==> src/rtl/program_loader.sv <==
// Byte-stream instruction loader: packs big-endian bytes into 32-bit words, writes them to
// instruction memory from address 0 and releases the processor after HLT. Optional macro: CHECKSUM_EN.
module program_loader #(
   parameter int ADDR_WIDTH = 10
) (
   input  logic                  clock,
   input  logic                  reset,
   input  logic                  load_start,
   input  logic [7:0]            byte_data,
   input  logic                  byte_valid,
   output logic                  byte_ready,
   output logic                  imem_write_enable,
   output logic [ADDR_WIDTH-1:0] imem_write_address,
   output logic [31:0]           imem_write_data,
   output logic                  processor_hold,
   output logic                  processor_start,
   output logic [ADDR_WIDTH:0]   words_loaded,
   output logic                  load_done,
   output logic                  load_error
);

   localparam int MAX_WORDS = 2 ** ADDR_WIDTH;
   localparam logic [ADDR_WIDTH-1:0] LAST_ADDR = ADDR_WIDTH'(MAX_WORDS - 1);
   localparam logic [ADDR_WIDTH-1:0] ADDR_ONE  = ADDR_WIDTH'(1);
   localparam logic [ADDR_WIDTH:0]   WORDS_ONE = (ADDR_WIDTH + 1)'(1);

`ifdef CHECKSUM_EN
   typedef enum logic [2:0] {
      S_IDLE, S_RECEIVE, S_WRITE, S_START, S_DONE, S_ERROR, S_CHECK
   } state_t;
`else
   typedef enum logic [2:0] {
      S_IDLE, S_RECEIVE, S_WRITE, S_START, S_DONE, S_ERROR
   } state_t;
`endif

   state_t                state_q, state_d;
   logic [ADDR_WIDTH-1:0] addr_q, addr_d;
   logic [31:0]           word_q, word_d;
   logic [1:0]            bcnt_q, bcnt_d;
   logic [ADDR_WIDTH:0]   words_q, words_d;
`ifdef CHECKSUM_EN
   logic [7:0]            xor_q, xor_d;
`endif

   logic accept;
   logic restart;

`ifdef CHECKSUM_EN
   assign byte_ready = ((state_q == S_RECEIVE) || (state_q == S_CHECK)) && !load_start;
`else
   assign byte_ready = (state_q == S_RECEIVE) && !load_start;
`endif
   assign accept = byte_valid && byte_ready;

   assign imem_write_enable  = (state_q == S_WRITE);
   assign imem_write_address = addr_q;
   assign imem_write_data    = word_q;
   assign processor_hold     = !((state_q == S_START) || (state_q == S_DONE));
   assign processor_start    = (state_q == S_START);
   assign load_done          = (state_q == S_DONE);
   assign load_error         = (state_q == S_ERROR);
   assign words_loaded       = words_q;

   always_comb begin
      state_d = state_q;
      addr_d  = addr_q;
      word_d  = word_q;
      bcnt_d  = bcnt_q;
      words_d = words_q;
`ifdef CHECKSUM_EN
      xor_d   = xor_q;
`endif
      restart = 1'b0;

      case (state_q)
         S_IDLE: restart = load_start;
         S_RECEIVE: begin
            if (load_start) begin
               restart = 1'b1;
            end else if (accept) begin
               word_d = {word_q[23:0], byte_data};
               bcnt_d = bcnt_q + 2'd1;
`ifdef CHECKSUM_EN
               xor_d  = xor_q ^ byte_data;
`endif
               if (bcnt_q == 2'd3) state_d = S_WRITE;
            end
         end
         // The strobe is already on the bus this cycle, so a restart here still lets it land.
         S_WRITE: begin
            words_d = words_q + WORDS_ONE;
            if (load_start) begin
               restart = 1'b1;
            end else if (word_q == 32'h0000_0000) begin
`ifdef CHECKSUM_EN
               state_d = S_CHECK;
`else
               state_d = S_START;
`endif
            end else if (addr_q == LAST_ADDR) begin
               state_d = S_ERROR;
            end else begin
               addr_d  = addr_q + ADDR_ONE;
               state_d = S_RECEIVE;
            end
         end
         S_START: state_d = S_DONE;
         S_DONE:  restart = load_start;
         S_ERROR: restart = load_start;
`ifdef CHECKSUM_EN
         S_CHECK: begin
            if (load_start) begin
               restart = 1'b1;
            end else if (accept) begin
               state_d = (byte_data == xor_q) ? S_START : S_ERROR;
            end
         end
`endif
         default: state_d = S_IDLE;
      endcase

      if (restart) begin
         state_d = S_RECEIVE;
         addr_d  = '0;
         word_d  = '0;
         bcnt_d  = '0;
         words_d = '0;
`ifdef CHECKSUM_EN
         xor_d   = '0;
`endif
      end
   end

   always_ff @(posedge clock or posedge reset) begin
      if (reset) begin
         state_q <= S_IDLE;
         addr_q  <= '0;
         word_q  <= '0;
         bcnt_q  <= '0;
         words_q <= '0;
`ifdef CHECKSUM_EN
         xor_q   <= '0;
`endif
      end else begin
         state_q <= state_d;
         addr_q  <= addr_d;
         word_q  <= word_d;
         bcnt_q  <= bcnt_d;
         words_q <= words_d;
`ifdef CHECKSUM_EN
         xor_q   <= xor_d;
`endif
      end
   end

endmodule

==> config.mk <==
export PLATFORM = sky130hd
export DESIGN_NAME = program_loader
export DESIGN_NICKNAME = d
export VERILOG_FILES = /design/src/rtl/program_loader.sv
export SDC_FILE = /design/constraint.sdc
export NUM_CORES = 1
export LEC_CHECK = 0
export CAP_MARGIN = 20
export CORE_MARGIN = 5
export CORE_UTILIZATION = 48
export CTS_BUF_LIST = sky130_fd_sc_hd__clkbuf_8 sky130_fd_sc_hd__clkbuf_16
export DETAILED_ROUTE_END_ITERATION = 10
export PLACE_DENSITY = 0.88
export SYNTH_ARGS = -nofsm -noshare
export SYNTH_HDL_FRONTEND = slang
export SYNTH_SLANG_ARGS = --single-unit
==> constraint.sdc <==
create_clock -name clock -period 2.1 [get_ports clock]
set_input_delay 0.315 -clock clock [delete_from_list [all_inputs] [get_ports clock]]
set_output_delay 0.315 -clock clock [all_outputs]
set_load 0.01 [all_outputs]
==> out/qor.tcl <==
set qor(critical_path.cell_chain) {ha_1, and3_1, nand4_1, o211ai_2, or4_1, a21oi_1}
set qor(synthDominantAreaCellType) {dfrtp_1}
set qor(cellPowerDensity_nw_per_um2) 701
set qor(post-layout-total-power_w) 0.00253
set qor(wl_per_cell_um) 17.1
set qor(clock_sinks) 58
set qor(synth.avg_cell_area_sq_um) 11.2
set qor(worst-slew-pin-transition_ns) 0.718
set qor(wl_met3_um) 539
set qor(setup_repair_after_global_routing_missed_its_margin) {true}
set qor(final_net_count) 322
set qor(place_hpwl_um) 4320
set qor(grtUsageTotal) 0.194
set qor(detail_route.wirelength.met1_um) 2800
set qor(regToRegSetupSlack_ns) 0.03
set qor(detailroute.via_count) 2211
set qor(finalSetupTns_ns) 0
set qor(detail_route.iter0.violations) 148
set qor(clkLatencyLatePin_ns) 0.33
set qor(clockBufferDepth) 2
set qor(final_weighted_congestion_in_routability_driven_placement) 0.771
set qor(worst_path_largest_cell_delay_ns) 0.51
set qor(count_of_flip_flops_with_a_built_in_enable_after_synthesis) 0
set qor(yosysUniqueCellTypes) 36
set qor(cp_data_arrival_time_ns) 2.32
set qor(result_of_the_run) {finished, final reports clean}
set qor(finalCritPeriodShare) 0.984
set qor(route.met2.wl_um) 3120
set qor(cp_data_required_time_ns) 2.35
set qor(synth-seq-cells) 58
set qor(cts_hold_repair.buffers) 0
set qor(synth_top_area_share) 0.569
set qor(chipWidth_um) 82.9
set qor(period_needed_ns) 2.07
set qor(topRoutingLayerUsed) {met4}
set qor(antenna_cells_inserted) 0
set qor(cts_buffers) 9
set qor(worst_ir_drop_on_vdd_mv) 0.563
set qor(reg2reg_to) {imem_write_address[5]}
set qor(hold_viol_final) 0
set qor(core_sq_um) 5140
set qor(floorplan.initialDensity) 0.496
set qor(cts_root_buf) {clkbuf_8}
set qor(final_antenna_net_count) 0
set qor(fin_hold_ws_ns) 0.348
set qor(floorplan.die.height_um) 82.9
set qor(clk_transition_reported_paths_ns) 0.06
set qor(worstSetupPathDepth) 6
set qor(yosys-top-cells-area) {dfrtp_1 57%, a22o_1 11%, nor4_1 2.5%}
set qor(timing_worst_setup_path_type) {flop to flop}
set qor(tritoncts) {done}
set qor(critical_path_buf_inv_count) 0
set qor(worst-r2r-cell-count) 6
set qor(cts_h_tree_lvls) 3
set qor(design.die.area_sq_um) 6870
set qor(drive_gt1_frac) 0.122
set qor(layout_overhead_on_the_synthesized_area_pct) 41.5
set qor(fmaxAchievable_ghz) 0.484
set qor(drtPass1Iterations) 6
set qor(core.rowCount) 26
set qor(synth_cells) 227
set qor(max-cap-violations) 0
set qor(synth_fp_nets) 242
set qor(synth-async-reset-ratio) 1.00
set qor(maxSlewHeadroom) 0.521
set qor(p_leak_nw) 1.54
set qor(path_max_fanout) 8
set qor(min-delay-path-class) {input port to asynchronous set/reset pin}
set qor(yosys_most_used_dff) {dfrtp_1}
set qor(slowest_stage_cell_crit_path) {or4_1}
set qor(grt_antenna_before_repair) 0
set qor(synth_sequential_area_ratio) 0.569
set qor(regToRegStartpoint) {imem_write_address[0]}
set qor(warning_count_from_the_yosys_run) 0
set qor(global_route_wire_length_before_repair_um) 10900
set qor(post_synth_instance_area_sq_um) 2550
set qor(report.final.setup_viol) 0
set qor(globalRouteOverflowTotal) 0
set qor(top_level_ports) 71
set qor(worstSetupEndpointType) {flop}
set qor(drt_wl_total_um) 6520
set qor(drv_slew) 0
set qor(route.detailed.vias_per_inst) 5.80
set qor(residual_drc) 0
set qor(via_count_of_the_first_global_routing_pass) 2237
set qor(port_buffer_count) 70
set qor(start_kind) {flop}
set qor(timing.clock.skew_ns) 0.00708
set qor(maximum_number_of_pins_on_one_net_before_global_route_repair) 59
set qor(timing.critical_path.max_delay_family) {simple AND/OR/NAND/NOR gates}
cell families after synthesis:
group           synth area share
compound gates             0.182
fa+ha+maj                 0.0147
buf+inv                   0.0265
simple gates               0.165
mux                      0.00834
xor+xnor                  0.0343
flops                      0.569
power by group:
| group | total [W] | internal (W) | switching, W |
|---|---|---|---|
| clock network | 0.00105 | 0.000632 | 0.000415 |
| registers | 0.00120 | 0.00116 | 0.0000433 |
| logic | 0.000285 | 0.000138 | 0.000147 |
state kept, by name, indices dropped and copies added (netlist names):
signal              cells
bcnt_q                  2
imem_write_address     10
imem_write_data        32
state_q                 3
words_loaded           11
metal layers:
layer / vias to the layer above / track usage
li1: 1017 / -
met1: 1111 / 0.253
met3: 8 / 0.0772
met4: 0 / 0.0624
met5: - / 0
met2: 75 / 0.296
placed cells by master (no fill, tap or decap), types with 7 or more instances in the layout:
cell type / count
clkbuf_8: 12
nor2_1: 15
dfrtp_1: 56
nand2_1: 16
a22o_1: 32
clkdlybuf4s50_1: 67
o21ai_0: 7
buf_4: 8
nor4_1: 10
a21oi_1: 10
tightest hold or removal path, stage by stage:
cell and delay (ns):
clkdlybuf4s50_1 0.41, inv_2 0.07, buf_12 0.27
synthesized netlist by cell type (all sizes together), types with 3 or more instances:
library cell and count:
xor2 6, ha 3, dfrtp 58, a22o 32
clkbuf 7, or3 4, xnor2 4, nor3 5
or4 5, nand2 16, nor2 16, nor4 10
a21oi 11, o21ai 7, nand4 6, nand3 6
buf 5, o31ai 6
layout make-up:
type	instances	area (sq um)
fill	391	1530
clock inverter	3	38.8
inverter	3	16.3
sequential	58	1450
multi-input combinational	155	1060
clock buffer	12	165
timing repair buffer	80	792
tap	70	87.6
through the flow:
stage	util	setup WS, ns	cells	area [sq um]
after floorplan	-	0.324	227	2550
after global placement	0.653	-0.258	362	3360
after detailed placement	0.656	0.0581	363	3370
after CTS	0.697	0.0442	379	3580
after global routing	0.703	-0.0332	381	3610
final	0.703	0.0327	381	3610
worst max-delay path by stage:
| stage | startpoint | end |
|---|---|---|
| CTS | state_q[2] | processor_hold |
| finish | imem_write_address[0] | imem_write_address[5] |
| detailed placement | load_start | imem_write_data[9] |
| global placement | load_start | bcnt_q[0] |
| global route | imem_write_address[0] | imem_write_address[5] |
| floorplan | imem_write_address[0] | imem_write_address[7] |
repair_timing:
action | CTS | global route
cloned | 0 | 1
buffers inserted | 1 | 1
resized for setup | 5 | 2
pin swaps | 0 | 2
endpoints found under the setup margin | 4 | 8
endpoints found under the hold margin | 0 | 0
(Power assumes the default switching activity.)
